## src/rtl/ysyx_22050854_trap_ctrl_pkg.sv

```systemverilog
// Shared definitions for the machine-mode trap sequencer: CSR addresses,
// mstatus field positions, cause codes, sequencer states and mstatus update helpers.
package ysyx_22050854_trap_ctrl_pkg;

  localparam logic [11:0] CSR_MSTATUS = 12'h300;
  localparam logic [11:0] CSR_MTVEC   = 12'h305;
  localparam logic [11:0] CSR_MEPC    = 12'h341;
  localparam logic [11:0] CSR_MCAUSE  = 12'h342;

  localparam int MIE_BIT  = 3;
  localparam int MPIE_BIT = 7;
  localparam int MPP_HI   = 12;
  localparam int MPP_LO   = 11;

  localparam logic [63:0] CAUSE_MTIMER = {1'b1, 63'd7};
  localparam logic [3:0]  CAUSE_ECALL_M = 4'd11;

  typedef enum logic [2:0] {
    S_IDLE,
    S_E_SAVE,
    S_E_STATUS,
    S_M_STATUS,
    S_M_EPC,
    S_REDIRECT
  } trap_state_e;

  function automatic logic [63:0] mstatus_enter(input logic [63:0] st);
    logic [63:0] r;
    r                = st;
    r[MPIE_BIT]      = st[MIE_BIT];
    r[MIE_BIT]       = 1'b0;
    r[MPP_HI:MPP_LO] = 2'b11;
    return r;
  endfunction

  function automatic logic [63:0] mstatus_mret(input logic [63:0] st);
    logic [63:0] r;
    r           = st;
    r[MIE_BIT]  = st[MPIE_BIT];
    r[MPIE_BIT] = 1'b1;
    return r;
  endfunction

endpackage

```

## src/rtl/ysyx_22050854_irq_holdoff.sv

```systemverilog
// Loadable down-counter that masks the timer interrupt for HOLDOFF cycles after a load.
// Latency: masked rises the cycle after load; no backpressure.
module ysyx_22050854_irq_holdoff #(
  parameter int unsigned HOLDOFF = 2
) (
  input  logic clock,
  input  logic reset,
  input  logic load,
  output logic masked
);

  localparam int W = (HOLDOFF < 1) ? 1 : $clog2(HOLDOFF + 1);

  logic [W-1:0] cnt_q;

  always_ff @(posedge clock or negedge reset) begin
    if (!reset) begin
      cnt_q <= '0;
    end else if (load) begin
      cnt_q <= W'(HOLDOFF);
    end else if (cnt_q != '0) begin
      cnt_q <= cnt_q - 1'b1;
    end
  end

  assign masked = (cnt_q != '0);

endmodule

```

## src/rtl/ysyx_22050854_trap_ctrl.sv

```systemverilog
// Trap sequencer: exception/irq entry and mret over the CSR file ports, then a PC redirect.
// Latency: 3 cycles accept->redirect; requests are level-held and only accepted in IDLE.
import ysyx_22050854_trap_ctrl_pkg::*;

module ysyx_22050854_trap_ctrl #(
  parameter int unsigned IRQ_HOLDOFF = 2
) (
  input  logic        clock,
  input  logic        reset,
  input  logic        exc_valid,
  input  logic [3:0]  exc_cause,
  input  logic [63:0] exc_pc,
  output logic        exc_ready,
  input  logic        mret_valid,
  output logic        mret_ready,
  input  logic        irq,
  input  logic [63:0] irq_pc,
  input  logic        csr_wreq,
  input  logic [11:0] csr_waddr,
  input  logic [63:0] csr_wdata,
  input  logic        csr_rreq,
  input  logic [11:0] csr_raddr,
  output logic        csr_gnt,
  output logic        wen,
  output logic [11:0] waddr1,
  output logic [63:0] wdata1,
  output logic        wen2,
  output logic [11:0] waddr2,
  output logic [63:0] wdata2,
  output logic        ren,
  output logic [11:0] raddr,
  input  logic [63:0] rdata,
  output logic        busy,
  output logic        redirect_valid,
  output logic [63:0] redirect_pc
);

  trap_state_e state_q;
  logic [63:0] pc_q;
  logic [63:0] cause_q;
  logic [63:0] st_q;
  logic [63:0] target_q;
  logic        irq_q;
  logic        masked;
  logic        idle;
  logic        take_irq;
  logic        take_exc;
  logic        take_mret;
  logic        pass;

  ysyx_22050854_irq_holdoff #(.HOLDOFF(IRQ_HOLDOFF)) u_holdoff (
    .clock  (clock),
    .reset  (reset),
    .load   ((state_q == S_REDIRECT) && irq_q),
    .masked (masked)
  );

  assign idle      = (state_q == S_IDLE);
  assign take_irq  = idle && irq && !masked;
  assign take_exc  = idle && !take_irq && exc_valid;
  assign take_mret = idle && !take_irq && !exc_valid && mret_valid;
  assign pass      = idle && !take_irq && !exc_valid && !mret_valid;

  assign exc_ready      = take_exc;
  assign mret_ready     = take_mret;
  assign busy           = !idle;
  assign redirect_valid = (state_q == S_REDIRECT);
  assign redirect_pc    = target_q;

  always_comb begin
    csr_gnt = 1'b0;
    wen     = 1'b0;
    waddr1  = '0;
    wdata1  = '0;
    wen2    = 1'b0;
    waddr2  = '0;
    wdata2  = '0;
    ren     = 1'b0;
    raddr   = '0;
    case (state_q)
      S_IDLE: begin
        if (pass) begin
          csr_gnt = csr_wreq | csr_rreq;
          wen     = csr_wreq;
          waddr1  = csr_waddr;
          wdata1  = csr_wdata;
          ren     = csr_rreq;
          raddr   = csr_raddr;
        end
      end
      S_E_SAVE: begin
        wen    = 1'b1;
        waddr1 = CSR_MEPC;
        wdata1 = pc_q;
        wen2   = 1'b1;
        waddr2 = CSR_MCAUSE;
        wdata2 = cause_q;
        ren    = 1'b1;
        raddr  = CSR_MSTATUS;
      end
      S_E_STATUS: begin
        wen    = 1'b1;
        waddr1 = CSR_MSTATUS;
        wdata1 = mstatus_enter(st_q);
        ren    = 1'b1;
        raddr  = CSR_MTVEC;
      end
      S_M_STATUS: begin
        // Read-modify-write in one cycle relies on the CSR file's combinational read.
        wen    = 1'b1;
        waddr1 = CSR_MSTATUS;
        wdata1 = mstatus_mret(rdata);
        ren    = 1'b1;
        raddr  = CSR_MSTATUS;
      end
      S_M_EPC: begin
        ren   = 1'b1;
        raddr = CSR_MEPC;
      end
      default: ;
    endcase
  end

  always_ff @(posedge clock or negedge reset) begin
    if (!reset) begin
      state_q  <= S_IDLE;
      pc_q     <= '0;
      cause_q  <= '0;
      st_q     <= '0;
      target_q <= '0;
      irq_q    <= 1'b0;
    end else begin
      case (state_q)
        S_IDLE: begin
          if (take_irq) begin
            pc_q    <= irq_pc;
            cause_q <= CAUSE_MTIMER;
            irq_q   <= 1'b1;
            state_q <= S_E_SAVE;
          end else if (take_exc) begin
            pc_q    <= exc_pc;
            cause_q <= {60'd0, exc_cause};
            irq_q   <= 1'b0;
            state_q <= S_E_SAVE;
          end else if (take_mret) begin
            irq_q   <= 1'b0;
            state_q <= S_M_STATUS;
          end
        end
        S_E_SAVE: begin
          st_q    <= rdata;
          state_q <= S_E_STATUS;
        end
        S_E_STATUS: begin
          target_q <= rdata & ~64'd3;
          state_q  <= S_REDIRECT;
        end
        S_M_STATUS: state_q <= S_M_EPC;
        S_M_EPC: begin
          target_q <= rdata;
          state_q  <= S_REDIRECT;
        end
        default: state_q <= S_IDLE;
      endcase
    end
  end

endmodule

```

## config.mk

```make
export PLATFORM = sky130hd
export DESIGN_NAME = ysyx_22050854_trap_ctrl
export DESIGN_NICKNAME = d
export VERILOG_FILES = /design/src/rtl/ysyx_22050854_trap_ctrl_pkg.sv /design/src/rtl/ysyx_22050854_irq_holdoff.sv /design/src/rtl/ysyx_22050854_trap_ctrl.sv
export SDC_FILE = /design/constraint.sdc
export NUM_CORES = 1
export LEC_CHECK = 0
export CAP_MARGIN = 40
export CORE_AREA = 2 2 206 208
export DETAILED_ROUTE_END_ITERATION = 7
export DIE_AREA = 0 0 208 210
export PLACE_DENSITY = 0.59
export SYNTH_ARGS = -nofsm -noshare
export SYNTH_HDL_FRONTEND = slang
export SYNTH_SLANG_ARGS = --single-unit
export TNS_END_PERCENT = 1
```

## constraint.sdc

```tcl
create_clock -name clock -period 2.4 [get_ports clock]
set_input_delay 0.72 -clock clock [delete_from_list [all_inputs] [get_ports clock]]
set_output_delay 0.72 -clock clock [all_outputs]
set_load 0.1 [all_outputs]
```

==> flow_summary.toml <==
[sta]
tightest_slew_ns = 0.520
slew-limit-headroom_pct = 65.4
worst_clock_skew_ns = 0.0109
fin_ws_ns = -0.473
slew_violations = 0
fmax_mhz = 348
fin_crit_ns = 2.87
rsz0062_at_grt = "true"
setup_tns_ns = -40.26
finalSetupViolations = 105
period_share_pct = 120
finalHoldViolCount = 0

[layout]
seq_area_um2 = 5020
drive_gt1_share_pct = 44.6
fin_area_um2 = 18900
num-nets-final = 1767
multi_input_area_um2 = 5750
final_cell_mix = "286 x clkdlybuf4s50_1, 197 x dfrtp_1, 171 x buf_4, 125 x mux2_2, 125 x buf_12"
area_growth_pct = 73.2
fin_cells = 2029
utilization_pct = 45.6
fillCellCount = 3880
final_common_cell = "clkdlybuf4s50_1"

[route]
avgViaCountPerCell = 4.86
drc_errors = 0
ant_nets = 0
drt_iter0_drc = 502
avgRoutedWirePerCell_um = 21.8
drtPass1Iterations = 4
wl_mm = 44.2
vias = 9864

[status]
violations = "negative setup slack"
status = "complete, but fails checks"

[worst_setup_path]
crit_end = "wdata1[13]"
r2r_end = "st_q[48]$_DFFE_PN0P_"
critPathKind = "reg2out"
endpoint_kind = "primary output"
r2r_start = "state_q[0]$_DFFE_PN0P_"
r2r_slack_ns = 0.10
critPathLaunchType = "flip-flop"
reg2reg_depth = 5
crit_start = "state_q[1]$_DFFE_PN0P_"
crit_fanout = 27
cp.arrival_ns = 2.15
required_ns = 1.68

[place]
numPlacedInstances = 1986
numPortBuffers = 459
dp_hpwl_mm = 31.4
gp_congestion = 0.829
dpl-instance-area_um2 = 17800

[clock_tree]
cts_sinks = 200
holdBufCountCts = 0
root_buffer = "clkbuf_16"
clk_path_buf_depth = 2
htree_levels = 4
insertion_delay_ns = 0.45
cts_tree = "yes"
path_clk_slew_ns = 0.07
cts_buffers = 17

[global_routing]
busiest_layer = "met2"
gr-total-overflow = 0
met1_usage_pct = 24.4
gr-usage-all-layers_pct = 19.9
grtUsageMet2_pct = 34.9
grt_pass1_wl_mm = 65.8
grt_pass1_vias = 10500
antenna_found_initial = 2
grt_max_degree = 63
met3_usage_pct = 4.87

[yosys]
synth_largest_area_cell = "dfrtp_1"
ys_warn_count = 0
synth.distinct_cells = 37
yosysSeqAreaShare_pct = 45.8
syn_avg_cell_area_um2 = 11.4
yosysTopAreaCellShare_pct = 45.8
synth_cells = 958
synth_area_um2 = 10900
synth_seq_cells = 200
synth_area_leaders = "dfrtp_1 46%, mux2_2 13%, o221a_2 6.6%, mux2i_1 5.6%, buf_4 5.3%"

[floorplanning]
die-area_um2 = 43700
io_pins = 527
coreArea_um2 = 41500
num_rows = 75
fp.dieW_um = 208
die_y_um = 210
start_util_pct = 26.3

[worst_hold_path]
hp-class = "in2async"

[flow_run]
cap_violations = 0
[cell usage after synthesis]
cell type,n
dfrtp_1,200
mux2_2,125
a21oi_1,78
buf_4,77
a21o_1,64
o221a_2,64
or3_1,64
a211oi_1,61
mux2i_1,61
clkbuf_1,46
buf_2,35
and3_1,21
nor2_1,8
inv_1,5
o21ai_0,5
a22oi_1,4
nand2_1,4
nor3_1,4
and2_1,3
buf_1,3
buf_6,3
o22a_1,3
o2bb2ai_1,3
nand2b_1,2
nor2_2,2
o21a_1,2
a32oi_1,1
and2b_1,1
conb_1,1
ha_1,1
inv_2,1
nand3_2,1
nor2b_1,1
nor3_4,1
or2_2,1
xnor2_1,1
xor2_1,1
[kinds of logic after synthesis]
kind of cell | synth area share (%)
xor+xnor | 0.160
fa+ha+maj | 0.115
compound gates | 20.0
simple gates | 6.29
mux | 18.5
other cells | 0.0343
buf+inv | 9.10
flops | 45.8
[how the worst min path moves through the flow]
stage                                      start                        endpoint  cells after the start
final                                      reset          cause_q[0]$_DFFE_PN0P_                      1
after global routing                       reset          cause_q[0]$_DFFE_PN0P_                      1
after CTS                                  reset          cause_q[2]$_DFFE_PN0P_                      1
after floorplan                            reset          cause_q[0]$_DFFE_PN0P_                      0
after detailed placement       irq_q$_DFFE_PN0P_  u_holdoff.cnt_q[0]$_DFFE_PN0P_                      1
after global placement    cause_q[0]$_DFFE_PN0P_          cause_q[0]$_DFFE_PN0P_                      1
[worst max-delay path, stage by stage (launching register included)]
cell	delay [ns]
dfrtp_4	0.50
buf_12	0.16
buf_12	0.16
buf_4	0.17
mux2i_1	0.11
a211oi_1	0.25
a21o_2	0.16
buf_12	0.17
[area by class of cell]
class	instances	share of cell area, %
Timing Repair Buffer	596	36.3
Inverter	6	0.146
Tap cell	539	3.57
Antenna cell	2	0.0265
Sequential cell	200	26.5
Multi-Input combinational cell	654	30.4
Clock buffer	19	2.40
Clock inverter	13	0.589
[registers in the layout, summed over array words and instances (netlist names)]
| register | flops |
|---|---|
| state_q | 3 |
| u_holdoff.cnt_q | 2 |
| pc_q | 64 |
| irq_q | 1 |
| st_q | 61 |
| cause_q | 5 |
| redirect_pc | 64 |
[metrics by stage]
stage               hold WS [ns]  setup WS (ns)
global placement           0.464         -0.555
global route               0.206         -0.583
CTS                        0.192         -0.577
floorplan                  0.424         -0.311
detailed placement         0.473         -0.599
finish                     0.205         -0.473
[layer usage]
metal / share of wire [%] / vias to the layer above
met1: 41 / 4965
li1: - / 4500
met5: 0 / -
met3: 6.2 / 37
met4: 1.7 / 0
met2: 51 / 362
[timing repair]
| action | in CTS | in global routing |
|---|---|---|
| gates resized for setup | 49 | 29 |
| gates cloned | 4 | 0 |
| buffers inserted | 5 | 0 |
| pin swaps | 26 | 15 |
| endpoints found under the hold margin | 0 | 0 |
| setup endpoints to repair | 105 | 105 |
Power is left out: the tool's default activity adds up to more than one toggle a clock period on the data nets, which glitch-free logic cannot reach.
